==> src/rtl/padbi_seq.sv <==
// padbi_seq: arbitrates level write/read requests onto one bidirectional pad group, inserting EN-low bus turnaround.
// Latency: WR_ACK TURN_CYC+1 cycles after the grant edge (1 when turnaround is skipped); RD_ACK TURN_CYC+RD_WAIT+1.
// Backpressure: requests are held until ACK and sampled only in IDLE; one transfer in flight, round-robin on ties.
// Build option: define PADBI_SEQ_SAMEDIR_SKIP_EN to skip TURN when the pad already faces the granted direction.
module padbi_seq #(
    parameter int M        = 7,
    parameter int N        = 0,
    parameter int TURN_CYC = 1,   // 1..15
    parameter int RD_WAIT  = 1    // 1..15
) (
    input  logic         CLK,
    input  logic         RESETN,
    input  logic         WR_REQ,
    input  logic [M:N]   WR_DATA,
    output logic         WR_ACK,
    input  logic         RD_REQ,
    output logic [M:N]   RD_DATA,
    output logic         RD_ACK,
    output logic         EN,
    output logic         DIR,
    output logic [M:N]   BIO_OUT,
    input  logic [M:N]   BIO_IN,
    output logic         BUSY
);

    typedef enum logic [1:0] {
        IDLE  = 2'd0,
        TURN  = 2'd1,
        WRITE = 2'd2,
        READ  = 2'd3
    } state_t;

    localparam logic [3:0] TURN_LD = 4'(TURN_CYC);
    localparam logic [3:0] RD_LD   = 4'(RD_WAIT);

    state_t     state, nxt_state;
    logic [3:0] cnt, nxt_cnt;
    logic       last_rd, nxt_last_rd;   // last granted transfer was a read
    logic       tgt_wr, nxt_tgt_wr;     // granted transfer is a write
    logic [M:N] wdat, nxt_wdat;
    logic       nxt_en, nxt_dir, nxt_wr_ack, nxt_rd_ack, nxt_busy;
    logic [M:N] nxt_bio_out, nxt_rd_data;
    logic       rd_req_eff, grant_wr, grant_rd, need_turn;

    // The read requester still holds RD_REQ during its own RD_ACK cycle (which is an
    // IDLE cycle), so a read request is ignored while RD_ACK is up to avoid a repeat read.
    assign rd_req_eff = RD_REQ & ~RD_ACK;
    assign grant_wr   = WR_REQ & (~rd_req_eff | last_rd);
    assign grant_rd   = rd_req_eff & (~WR_REQ | ~last_rd);

`ifdef PADBI_SEQ_SAMEDIR_SKIP_EN
    assign need_turn = (grant_wr != DIR);
`else
    assign need_turn = 1'b1;
`endif

    // State, counter and registered outputs; reset aborts any transfer without an ack.
    always_ff @(posedge CLK or negedge RESETN) begin
        if (!RESETN) begin
            state   <= IDLE;
            cnt     <= 4'd0;
            last_rd <= 1'b1;
            tgt_wr  <= 1'b0;
            wdat    <= '0;
            EN      <= 1'b0;
            DIR     <= 1'b0;
            BIO_OUT <= '0;
            RD_DATA <= '0;
            WR_ACK  <= 1'b0;
            RD_ACK  <= 1'b0;
            BUSY    <= 1'b0;
        end else begin
            state   <= nxt_state;
            cnt     <= nxt_cnt;
            last_rd <= nxt_last_rd;
            tgt_wr  <= nxt_tgt_wr;
            wdat    <= nxt_wdat;
            EN      <= nxt_en;
            DIR     <= nxt_dir;
            BIO_OUT <= nxt_bio_out;
            RD_DATA <= nxt_rd_data;
            WR_ACK  <= nxt_wr_ack;
            RD_ACK  <= nxt_rd_ack;
            BUSY    <= nxt_busy;
        end
    end

    // Next state plus next values of every output, so all outputs come straight from flops.
    always_comb begin
        nxt_state   = state;
        nxt_cnt     = cnt;
        nxt_last_rd = last_rd;
        nxt_tgt_wr  = tgt_wr;
        nxt_wdat    = wdat;
        nxt_en      = 1'b0;
        nxt_dir     = DIR;
        nxt_bio_out = BIO_OUT;
        nxt_rd_data = RD_DATA;
        nxt_wr_ack  = 1'b0;
        nxt_rd_ack  = 1'b0;
        case (state)
            IDLE: begin
                if (grant_wr || grant_rd) begin
                    nxt_tgt_wr  = grant_wr;
                    nxt_last_rd = grant_rd;
                    if (grant_wr) begin
                        nxt_wdat = WR_DATA;
                    end
                    if (need_turn) begin
                        nxt_state = TURN;
                        nxt_cnt   = TURN_LD;
                        nxt_dir   = grant_wr;
                    end else if (grant_wr) begin
                        nxt_state   = WRITE;
                        nxt_en      = 1'b1;
                        nxt_dir     = 1'b1;
                        nxt_bio_out = WR_DATA;
                        nxt_wr_ack  = 1'b1;
                    end else begin
                        nxt_state = READ;
                        nxt_cnt   = RD_LD;
                        nxt_en    = 1'b1;
                        nxt_dir   = 1'b0;
                    end
                end
            end
            TURN: begin
                if (cnt == 4'd1) begin
                    nxt_en = 1'b1;
                    if (tgt_wr) begin
                        nxt_state   = WRITE;
                        nxt_cnt     = 4'd0;
                        nxt_dir     = 1'b1;
                        nxt_bio_out = wdat;
                        nxt_wr_ack  = 1'b1;
                    end else begin
                        nxt_state = READ;
                        nxt_cnt   = RD_LD;
                        nxt_dir   = 1'b0;
                    end
                end else begin
                    nxt_cnt = cnt - 4'd1;
                end
            end
            WRITE: begin
                nxt_state = IDLE;
            end
            READ: begin
                if (cnt == 4'd1) begin
                    nxt_state   = IDLE;
                    nxt_cnt     = 4'd0;
                    nxt_rd_data = BIO_IN;
                    nxt_rd_ack  = 1'b1;
                end else begin
                    nxt_cnt = cnt - 4'd1;
                    nxt_en  = 1'b1;
                end
            end
            default: begin
                nxt_state = IDLE;
                nxt_cnt   = 4'd0;
            end
        endcase
        nxt_busy = (nxt_state != IDLE);
    end

endmodule
==> config.mk <==
export PLATFORM = sky130hd
export DESIGN_NAME = padbi_seq
export DESIGN_NICKNAME = d
export VERILOG_FILES = /design/src/rtl/padbi_seq.sv
export SDC_FILE = /design/constraint.sdc
export NUM_CORES = 1
export LEC_CHECK = 0
export CAP_MARGIN = 30
export CORE_MARGIN = 2
export CORE_UTILIZATION = 44
export CTS_BUF_LIST = sky130_fd_sc_hd__clkbuf_8
export DETAILED_ROUTE_END_ITERATION = 12
export GPL_ROUTABILITY_DRIVEN = 0
export MAX_ROUTING_LAYER = met4
export PLACE_DENSITY = 0.81
export SYNTH_ARGS = -nofsm -noshare
export SYNTH_HDL_FRONTEND = slang
export SYNTH_SLANG_ARGS = --single-unit
==> constraint.sdc <==
create_clock -name CLK -period 1.4 [get_ports CLK]
set_input_delay 0.28 -clock CLK [delete_from_list [all_inputs] [get_ports CLK]]
set_output_delay 0.28 -clock CLK [all_outputs]
set_load 0.01 [all_outputs]
Yosys cells after proc, flatten, opt, wreduce, memory -nomap -nowiden
Index checks and enable logic that the tools add are counted.
- equal/unequal tests: 6
- add/sub/neg operators: 1
- multiplexer cells: 20
- reduce and logical (&&, ||, !) cells: 11
- bitwise gates (word level): 9
- operator list (operator ; number):
    4-bit 2-to-1 mux ; 3
    4-bit case mux with 3 select lines ; 1
    1-bit 2-to-1 mux ; 10
    3-bit AND reduction ; 3
    2-bit case mux with 4 select lines ; 1
    2-bit 2-to-1 mux ; 3
    2-bit AND reduction ; 3
    2-bit == test, second input constant ; 2
    4-bit by 1-bit == test with 1-bit output, second input constant ; 1
    2-bit inequality test, second input constant ; 2
    1-bit inverter ; 4
    1-bit case mux with 2 select lines ; 2
    2-bit nonzero test ; 2
    4-bit by 1-bit subtractor with 4-bit output, second input constant ; 1
    1-bit bitwise AND ; 3
    3-bit nonzero test ; 1
    2-bit by 1-bit == test with 1-bit output, second input constant ; 1
    2-bit zero test ; 1
    1-bit bitwise OR ; 2
    1-bit logical OR ; 1
- flip-flop bits (word level): 37
- input bits: 20
- word-level logic and storage cells: 59
- output and inout bits: 21

Depth between registers and ports, before layout
- word-level depth: 9
- depth in mapped cells: 7
- mapped depth without buffers: 6

Worst setup path before layout
OpenSTA, ideal clock, no wires.
- path type: register to register
- from: register cnt[0]
- to: register RD_DATA[0] in the netlist's numbering
- buffers on the path: 1
- slack: -0.156 ns
- setup time: 0.125 ns
- required time: 1.275 ns
- clock period less this slack: 1.556 ns
- arrival: 1.432 ns
- stages on the path, launching flop included: 6
- cells stage by stage: dfrtp_1 ha_1 and4bb_1 buf_4 nand2_2 mux2_2
- word-level cells in the longest chain between the ends: 2
- RTL lines (element ; RTL line ; source):
    start, declared ; 37 ; logic [3:0] cnt, nxt_cnt;
    start signal, assigned ; 74 ; cnt <= nxt_cnt;
    4-bit by 1-bit == test with 1-bit output ; 149 ; if (cnt == 4'd1) begin
    2-bit AND reduction (no line) ; n/a ;
    end signal, assigned ; 81 ; RD_DATA <= nxt_rd_data;
    end, declared ; 17 ; output logic [M:N] RD_DATA,
Every way passes these cells.
A chain may end at the register's enable or synchronous reset.

Worst setup path in the final report
- from: register cnt[1]
- to: register BIO_OUT[6] in the netlist's numbering
- word-level cells in the longest chain between the ends: 2
- RTL lines (element ; RTL line ; source):
    4-bit by 1-bit == test with 1-bit output ; 128 ; if (cnt == 4'd1) begin
    3-bit AND reduction (no line) ; n/a ;
    end signal, assigned ; 80 ; BIO_OUT <= nxt_bio_out;
    end, declared ; 21 ; output logic [M:N] BIO_OUT,
Every way passes these cells.

==> reports/summary.txt <==
# hold bufs at CTS = 0
Die span in y = 62.4 um
Failing checks = setup timing
# setup viols final = 19
Largest net degree at the start of global routing = 38
Nets = 199
Clock Latency Late Sink = 0.29 ns
Worst-margin pin slew = 0.446 ns
CTS Buffer Depth = 2
Post-Layout Cell Count = 224
Initial drt markers = 26
Vias in the first global route = 1118
Warnings, synthesis = 0
N_diodes = 0
Row cnt = 21
Core ar. = 3310 um^2
Dpl cell area = 2040 um^2
Ports = 41
Dpl cells = 205
Root Buffer = clkbuf_8
Simple-Gate Fraction of Synth Area = 8.93%
Post-synth ARST share = 100%
CTS tree = done
Worst reg2reg path startpoint = cnt[1]
DR WL/cell = 14.6 um
Mux cell area share after synthesis = 18.7%
DRT Pass-1 Iters = 4
Worst R2R End = BIO_OUT[6]
Largest family of logic cells by synthesized area = multiplexers
Die W = 62.4 um
Startpoint Class = register
First-pass GRT wire length = 5110 um
Worst setup EP type = register
Distinct cells, synth = 29
I/O Buffers = 40
Mapped Nets = 131
Post-synthesis register bit count = 37
RSZ-0062 raised after global routing = yes
Reg2Reg Setup Slack = -0.11 ns
Tightest Hold Check Type = in -> async
Post-Syn Instances = 109
Status = finished, violations left
Max VDD drop = 1.08 mV
Hold WS = 0.0277 ns
Reg2reg path depth = 5
CP max FO = 6
Mapped cell area = 1500 um^2
Final core utilization = 70.4%
Setup ws final = -0.112 ns
Clock skew = 0.00864 ns
Max-slew violations = 0
Main synth FF type = dfrtp_1
Clk sinks = 37
PD cells = 2100 nW/um^2
Max Clk Rate = 661 MHz
Via/cell ratio = 4.75
WP data required = 1.57 ns
Adder-cell share of the synthesized area = 1.67%
Avg Inst Size Synth = 13.8 um^2
Period utilisation layout = 108%
Overall Global Routing Usage = 17.8%
Vias post-DR = 1063
Remaining DRCs = 0
CTS buffer count = 5
Tmin final = 1.51 ns
Setup CP Type = reg -> reg
Pleak = 1.16 nW
Critical Path AT = 1.68 ns
Initial antenna violation count = 0
Total routed wirelength = 3280 um
Post-DP HPWL = 2080 um
Synthesis-to-layout area growth = 55.5%
Antenna-violating nets left = 0
Share of layout cells above drive strength 1 = 42.1%
Final hold violations = 0
Number of synthesized flops with an enable pin = 0
Slew headroom = 70.3%
Clock Pin Slew Worst Setup and Hold Paths = 0.07 ns
Starting density of the core = 45.3%
Post-Synth XOR/XNOR Area = 0.584%
Die area = 3890 um^2
Max Cap Violations = 0
Post-route design area = 2330 um^2
Compound-Gate Fraction of Synth Area = 5.43%
# H-tree levels = 2
Total grt overflow = 0
Sequential area share after synthesis = 61.9%
[cells in the final DEF, fill, tap and decap left out, drive strengths merged, types with 2 or more instances in the layout]
cell           instances
a21oi                  2
buf                   23
clkbuf                 6
clkdlybuf4s50         17
dfrtp                 36
dlygate4sd2           21
ha                     2
inv                    9
mux2                  24
nand2                  8
nand2b                 2
nand3b                 2
nor2                   7
o21ai                  2
[synth_stat cells (2+ instances only)]
master	number	share of area (%)
a21oi_1	2	0.67
dfrtp_1	36	60
ha_1	2	1.7
inv_1	8	2.0
mux2_2	24	18
nand2_1	7	1.8
nand2b_1	2	0.83
nor2_1	7	1.8
[logic make-up (layout without fill, tap and decap cells)]
| kind of cell | Yosys count | after routing |
|---|---|---|
| adders and majority gates | 2 | 2 |
| and+or+nand+nor | 23 | 24 |
| buffers and inverters | 10 | 78 |
| DFF | 37 | 37 |
| AOI/OAI and AO/OA | 11 | 11 |
| xor gates and xnor gates | 1 | 1 |
| muxes | 25 | 25 |
[cell type report]
class,instances,area (um^2)
clock buffer,6,82.6
clock inverter,2,11.3
fill,258,980
inverter,8,30.0
multi-input combinational,63,677
sequential,37,928
tap,46,57.6
timing repair buffer,62,544
[routing by layer]
metal | up-vias | global-route usage, % | part of all wire (%)
met4 | 0 | 9.44 | 0.82
li1 | 510 | - | -
met2 | 24 | 27.9 | 54
met1 | 526 | 21.4 | 42
met3 | 3 | 4.53 | 3.4
met5 | - | - | 0
[repair_timing]
| item | 4_1_cts | 5_1_grt |
|---|---|---|
| cloned | 1 | 0 |
| buffers inserted | 5 | 5 |
| pin swaps | 2 | 2 |
| resized for setup | 34 | 16 |
| endpoints found under the setup margin | 53 | 30 |
[worst max path at each step]
stage          cells past startpoint    endpoint    from
3_5_place_dp                       5     wdat[7]  RD_REQ
5_1_grt                            6         DIR  cnt[1]
4_1_cts                            4  BIO_OUT[6]  cnt[0]
2_1_floorplan                      5  BIO_OUT[0]  cnt[0]
3_3_place_gp                       5     wdat[2]  RD_REQ
6_report                           5  BIO_OUT[6]  cnt[1]
[critical path, cell delays in order, from the launching register on]
cell and delay [ns]:
dfrtp_1 0.39, inv_2 0.08, ha_4 0.13, and4bb_4 0.34
nand3b_4 0.14, mux2_4 0.33
[report_power, final]
group          internal, W  total [W]  switching [W]
Combinational      0.00128    0.00227       0.000987
Clock             0.000392   0.000739       0.000347
Sequential         0.00158    0.00189       0.000309
[stage by stage]
stage	TNS (ns)	power [W]	setup WS (ns)
CTS	-1.14	0.00460	-0.100
detailed placement	-9.51	0.00379	-0.375
global placement	-7.83	0.00370	-0.298
floorplan	-1.05	0.00281	-0.0721
finish	-1.37	0.00489	-0.112
global route	-2.63	0.00522	-0.175
[state kept, by name, indices dropped and copies added, names as in the netlist]
name / flops
BUSY: 1
DIR: 1
tgt_wr: 1
RD_ACK: 1
EN: 1
wdat: 8
RD_DATA: 8
BIO_OUT: 8
state: 2
cnt: 4
last_rd: 1
WR_ACK: 1
(Power assumes the default switching activity.)
